<file path="config.mk">
export PLATFORM = sky130hd
export DESIGN_NAME = axil_regfile_s
export DESIGN_NICKNAME = d
export VERILOG_FILES = /design/src/rtl/axil_regfile_s.sv
export SDC_FILE = /design/constraint.sdc
export NUM_CORES = 1
export LEC_CHECK = 0
export BUFFER_PORTS_ARGS = -buffer_cell sky130_fd_sc_hd__buf_2
export CORE_AREA = 8 8 265 267
export DETAILED_ROUTE_END_ITERATION = 10
export DIE_AREA = 0 0 273 275
export PLACE_DENSITY = 0.7
export SYNTH_ARGS = -nofsm -noshare
export SYNTH_HDL_FRONTEND = slang
export SYNTH_SLANG_ARGS = --single-unit
</file>
<file path="constraint.sdc">
create_clock -name aclk -period 2.3 [get_ports aclk]
set_input_delay 0.46 -clock aclk [delete_from_list [all_inputs] [get_ports aclk]]
set_output_delay 0.46 -clock aclk [all_outputs]
set_load 0.05 [all_outputs]
</file>
<file path="src/rtl/axil_regfile_s.sv">
`timescale 1ns/1ps
// AXI4-Lite register bank: buffered AW/W with strobe-merged commits, single-beat reads,
// whole bank exported flat plus a one-cycle commit pulse for fabric logic.
module axil_regfile_s #(
  parameter int                    ADDR_WIDTH = 32,
  parameter int                    DATA_WIDTH = 32,
  parameter int                    NUM_REGS   = 16,
  parameter logic [ADDR_WIDTH-1:0] BASE_ADDR  = '0
) (
  input  logic                             aclk,
  input  logic                             aresetn,
  input  logic [ADDR_WIDTH-1:0]            s_axi_awaddr,
  input  logic [2:0]                       s_axi_awprot,
  input  logic                             s_axi_awvalid,
  output logic                             s_axi_awready,
  input  logic [DATA_WIDTH-1:0]            s_axi_wdata,
  input  logic [DATA_WIDTH/8-1:0]          s_axi_wstrb,
  input  logic                             s_axi_wvalid,
  output logic                             s_axi_wready,
  output logic [1:0]                       s_axi_bresp,
  output logic                             s_axi_bvalid,
  input  logic                             s_axi_bready,
  input  logic [ADDR_WIDTH-1:0]            s_axi_araddr,
  input  logic [2:0]                       s_axi_arprot,
  input  logic                             s_axi_arvalid,
  output logic                             s_axi_arready,
  output logic [DATA_WIDTH-1:0]            s_axi_rdata,
  output logic [1:0]                       s_axi_rresp,
  output logic                             s_axi_rvalid,
  input  logic                             s_axi_rready,
  output logic [NUM_REGS*DATA_WIDTH-1:0]   reg_q,
  output logic                             wr_pulse,
  output logic [$clog2(NUM_REGS)-1:0]      wr_idx,
  output logic [DATA_WIDTH-1:0]            wr_data
);
  localparam int                    IW   = $clog2(NUM_REGS);
  localparam int                    SW   = DATA_WIDTH/8;
  localparam logic [ADDR_WIDTH-1:0] SPAN = ADDR_WIDTH'(NUM_REGS*4);

  logic [NUM_REGS-1:0][DATA_WIDTH-1:0] regs_q, regs_d;
  logic                  aw_full_q, aw_full_d, w_full_q, w_full_d;
  logic [ADDR_WIDTH-1:0] awaddr_q, awaddr_d;
  logic [DATA_WIDTH-1:0] wdata_q, wdata_d;
  logic [SW-1:0]         wstrb_q, wstrb_d;
  logic                  awready_q, awready_d, wready_q, wready_d, arready_q, arready_d;
  logic                  bvalid_q, bvalid_d, rvalid_q, rvalid_d;
  logic [1:0]            bresp_q, bresp_d, rresp_q, rresp_d;
  logic [DATA_WIDTH-1:0] rdata_q, rdata_d;
  logic                  wr_pulse_q, wr_pulse_d;
  logic [IW-1:0]         wr_idx_q, wr_idx_d;
  logic [DATA_WIDTH-1:0] wr_data_q, wr_data_d;

  logic [ADDR_WIDTH-1:0] aw_off, ar_off;
  logic                  aw_hit, ar_hit;
  logic [IW-1:0]         aw_idx, ar_idx;
  logic                  aw_hs, w_hs, ar_hs, commit;
  logic [DATA_WIDTH-1:0] merged;
  logic                  unused_ok;

  // Write decode works on the buffered address; read decode on the live AR address.
  assign aw_off = awaddr_q - BASE_ADDR;
  assign aw_hit = (awaddr_q >= BASE_ADDR) && (aw_off < SPAN);
  assign aw_idx = aw_off[IW+1:2];
  assign ar_off = s_axi_araddr - BASE_ADDR;
  assign ar_hit = (s_axi_araddr >= BASE_ADDR) && (ar_off < SPAN);
  assign ar_idx = ar_off[IW+1:2];

  assign aw_hs  = s_axi_awvalid & awready_q;
  assign w_hs   = s_axi_wvalid & wready_q;
  assign ar_hs  = s_axi_arvalid & arready_q;
  assign commit = aw_full_q & w_full_q & ~bvalid_q;

  always_comb begin
    merged = regs_q[aw_idx];
    for (int b = 0; b < SW; b++)
      if (wstrb_q[b]) merged[8*b +: 8] = wdata_q[8*b +: 8];
  end

  always_comb begin
    regs_d     = regs_q;
    aw_full_d  = aw_full_q;
    w_full_d   = w_full_q;
    awaddr_d   = awaddr_q;
    wdata_d    = wdata_q;
    wstrb_d    = wstrb_q;
    bvalid_d   = bvalid_q;
    bresp_d    = bresp_q;
    rvalid_d   = rvalid_q;
    rresp_d    = rresp_q;
    rdata_d    = rdata_q;
    wr_pulse_d = 1'b0;
    wr_idx_d   = wr_idx_q;
    wr_data_d  = wr_data_q;

    if (aw_hs) begin
      aw_full_d = 1'b1;
      awaddr_d  = s_axi_awaddr;
    end
    if (w_hs) begin
      w_full_d = 1'b1;
      wdata_d  = s_axi_wdata;
      wstrb_d  = s_axi_wstrb;
    end

    if (bvalid_q && s_axi_bready) bvalid_d = 1'b0;
    if (commit) begin
      aw_full_d = 1'b0;
      w_full_d  = 1'b0;
      bvalid_d  = 1'b1;
      bresp_d   = aw_hit ? 2'b00 : 2'b10;
      if (aw_hit) begin
        regs_d[aw_idx] = merged;
        wr_pulse_d     = 1'b1;
        wr_idx_d       = aw_idx;
        wr_data_d      = merged;
      end
    end

    // Reads sample regs_q, so a same-edge commit is not visible to this read.
    if (rvalid_q && s_axi_rready) rvalid_d = 1'b0;
    if (ar_hs) begin
      rvalid_d = 1'b1;
      rdata_d  = ar_hit ? regs_q[ar_idx] : '0;
      rresp_d  = ar_hit ? 2'b00 : 2'b10;
    end

    awready_d = ~aw_full_d;
    wready_d  = ~w_full_d;
    arready_d = ~rvalid_d;
  end

  always_ff @(posedge aclk) begin
    if (!aresetn) begin
      regs_q     <= '0;
      aw_full_q  <= 1'b0;
      w_full_q   <= 1'b0;
      awaddr_q   <= '0;
      wdata_q    <= '0;
      wstrb_q    <= '0;
      awready_q  <= 1'b0;
      wready_q   <= 1'b0;
      arready_q  <= 1'b0;
      bvalid_q   <= 1'b0;
      bresp_q    <= 2'b00;
      rvalid_q   <= 1'b0;
      rresp_q    <= 2'b00;
      rdata_q    <= '0;
      wr_pulse_q <= 1'b0;
      wr_idx_q   <= '0;
      wr_data_q  <= '0;
    end else begin
      regs_q     <= regs_d;
      aw_full_q  <= aw_full_d;
      w_full_q   <= w_full_d;
      awaddr_q   <= awaddr_d;
      wdata_q    <= wdata_d;
      wstrb_q    <= wstrb_d;
      awready_q  <= awready_d;
      wready_q   <= wready_d;
      arready_q  <= arready_d;
      bvalid_q   <= bvalid_d;
      bresp_q    <= bresp_d;
      rvalid_q   <= rvalid_d;
      rresp_q    <= rresp_d;
      rdata_q    <= rdata_d;
      wr_pulse_q <= wr_pulse_d;
      wr_idx_q   <= wr_idx_d;
      wr_data_q  <= wr_data_d;
    end
  end

  assign s_axi_awready = awready_q;
  assign s_axi_wready  = wready_q;
  assign s_axi_arready = arready_q;
  assign s_axi_bvalid  = bvalid_q;
  assign s_axi_bresp   = bresp_q;
  assign s_axi_rvalid  = rvalid_q;
  assign s_axi_rresp   = rresp_q;
  assign s_axi_rdata   = rdata_q;
  assign reg_q         = regs_q;
  assign wr_pulse      = wr_pulse_q;
  assign wr_idx        = wr_idx_q;
  assign wr_data       = wr_data_q;

  assign unused_ok = ^{s_axi_awprot, s_axi_arprot, aw_off, ar_off};
endmodule

</file>
==> reports/metrics.yaml <==
outcome: "complete, no violations"
synth-seq-cells: 656
cts_tree: "yes"
port_buffers: 690
drt_iter0_drc: 4199
antenna_found_initial: 2
syn_inst: 3235
yosys-top-cells-area: "dfxtp_1 (44%), o21ai_0 (8.8%), nand3_1 (8.5%)"
cts_max_level: 3
io_pins: 703
drive_gt1_share_pct: 32.9
root_buffer: "clkbuf_16"
powerDensity_mw_per_mm2: 643
gp_congestion: 0.915
startpoint_type: "flop"
grt_usage_pct: 33.4
dpl-instance-area_mm2: 0.0358
routed_wl_um: 136000
yosysTopAreaCellShare_pct: 43.6
setup_violations: 0
final_nets: 4007
fp-row-count: 95
crit_fanout: 11
stdcell_count: 4816
clock_latency_ns: 0.62
avgSynthCellArea_um2: 9.30
ant_nets: 0
die_w_um: 273
fin_area_mm2: 0.0384
worstPathArrival_ns: 2.78
grt_pass1_vias: 28700
grt_overflow: 0
clkSlewWorstSetupHoldPaths_ns: 0.06
routed_via_density: 6.43
hold_class: "primary input to flop"
p_leak_nw: 15.6
min_period_over_period_pct: 99.9
finalPower_w: 0.0247
synth_edf_count: 0
synthFlopType: "dfxtp_1"
drv_cap: 0
drc: 0
critPathRequiredTime_ns: 2.78
dp_cells: 4676
dp_hpwl_um: 93400
coreArea_mm2: 0.0663
critPathKind: "flop to flop"
synthToLayoutAreaGrowth_pct: 27.6
numClockSinks: 656
maxSlewHeadroom_pct: 40.2
cp_slowest_stage_delay_ns: 0.49
grt_max_degree: 146
vias: 31000
routedWlPerCell_um: 28.2
yosysTopAreaCell: "dfxtp_1"
die-area_mm2: 0.0751
hold_buffers: 0
period_needed_ns: 2.30
grt_pass1_wl_um: 191000
rsz0062_at_grt: "yes"
crit_chain: "buf_6 -> nand3b_4 -> buf_12 -> o22ai_1 -> or3_1 -> o211ai_1 -> buf_4 -> o21ai_0"
tightest_slew_ns: 0.896
synth-seq-area-share_pct: 43.6
start_util_pct: 45.4
max_clock_freq_mhz: 435
async_flop_share_pct: 0
ys_warn_count: 0
fin_skew_ns: 0.0231
crit_path_top_delay_cell: "dfxtp_4"
die_h_um: 275
ys_types: 49
cp-end-kind: "flop"
hold_violations: 0
slew_viol_final: 0
drtPass1Iterations: 6
cts_buffers: 72
synth_area_mm2: 0.0301
cts_max_path_buffers: 3
ir_drop_mv: 0.609
## sequential cells by signal (all words and copies together) (netlist names)
register	cells
s_axi_awready	1
wstrb_q	4
s_axi_bvalid	1
s_axi_bresp	1
s_axi_rresp	1
w_full_q	1
aw_full_q	1
s_axi_wready	1
wr_idx	4
awaddr_q	30
s_axi_rvalid	1
wr_data	32
reg_q	512
s_axi_arready	1
s_axi_rdata	32
wdata_q	32
wr_pulse	1
## critical path: cells and delay by family (launching register included)
family                 cells  cell delay (ns)
flip-flops                 1             0.49
AND/OR/NAND/NOR            2             0.58
AO/OA/AOI/OAI              3             0.49
buffers and inverters      3             0.59
## metal layers
layer  vias to the layer above  part of all wire [%]  GRT usage, %
met5                         -                 0.010             0
met4                         2                   6.5          18.8
met3                       529                    12          9.40
met2                      2237                    45          53.4
met1                     14800                    36          40.4
li1                      13300                     -             -
## final timing paths
path                         start      endpoint  slack, ns  cells after the start
hold / removal    s_axi_awaddr[24]  awaddr_q[24]       0.09                      3
setup reg to reg       awaddr_q[4]    reg_q[392]      0.003                      8
hold reg to reg        wr_data[27]   wr_data[27]       0.45                      2
setup / recovery       awaddr_q[4]    reg_q[392]      0.003                      8
## cell usage in the layout (no fill, tap or decap), types with 14 or more instances in the layout
cell / count
o21ai_0: 495
a22oi_1: 29
o211ai_2: 17
buf_2: 686
nor2b_1: 37
dfxtp_1: 652
a21oi_1: 70
a221oi_1: 29
buf_6: 15
clkbuf_16: 80
nand2_1: 170
mux4_2: 102
buf_12: 65
buf_4: 155
o21ai_1: 112
mux2i_1: 217
mux2_2: 92
a211oi_1: 32
clkbuf_1: 19
nand2b_1: 34
o211ai_1: 14
nand4_4: 16
or3_1: 30
nand3_1: 513
nor3_1: 31
o22ai_1: 123
## area by class of cell
class / instances / area (µm²)
diodes: 1 / 2.50
clock buffers: 100 / 2010
clock inverters: 22 / 221
fillers: 5777 / 27900
inverters: 4 / 16.3
multi-input cells: 2228 / 15600
flip-flops and latches: 656 / 13100
well taps: 873 / 1090
repair buffers: 932 / 6330
## power by group
| part | internal, W | switching, W |
|---|---|---|
| clock network | 0.00634 | 0.00485 |
| registers | 0.0114 | 0.0000682 |
| logic | 0.000723 | 0.00127 |
## cell usage after synthesis (2+ instances only)
cell,n
or3_1,32
mux2i_1,218
o21ai_1,75
buf_2,83
buf_4,14
a21oi_1,72
dfxtp_1,656
and2_0,3
clkbuf_1,183
nor4_1,11
or4_1,4
o211ai_1,14
buf_6,8
a22oi_1,29
clkbuf_2,5
nor3_1,32
o211ai_2,17
nand3_1,514
nand2_1,172
a211oi_1,33
nand2b_1,37
a22o_1,4
nor2b_1,37
inv_1,4
nand4_2,7
nand4_4,9
mux2_2,92
a221oi_1,29
o21ai_0,532
mux4_2,102
buf_1,54
o22ai_1,125
a2bb2oi_1,2
nand3b_1,2
and2_1,4
nor2_1,7
## what timing repair did
| action | 4_1_cts | 5_1_grt |
|---|---|---|
| hold endpoints to repair | 0 | 0 |
| endpoints found under the setup margin | 111 | 347 |
| buffers inserted | 0 | 9 |
| gates cloned | 0 | 8 |
| gates resized for setup | 3 | 61 |
| pin swaps | 0 | 5 |
## cells by family after synthesis
family / Yosys count / synth area share, %
other: 1 / 0.0125
flip-flops: 656 / 43.6
multiplexers: 412 / 18.3
AO/OA/AOI/OAI: 935 / 17.6
AND/OR/NAND/NOR: 879 / 15.2
buffers and inverters: 352 / 5.17
## through the flow
step	worst slack [ns]	hold slack (ns)	utilization, %	setup TNS, ns
CTS	0.00465	0.0580	57.3	0
global route	-0.0392	0.0772	57.9	-0.580
detailed placement	-0.0677	0.439	53.9	-2.31
finish	0.00271	0.0906	57.9	0
floorplan	0.102	0.431	-	0
global placement	-0.0230	0.433	53.9	-0.340
(Power assumes the default switching activity.)
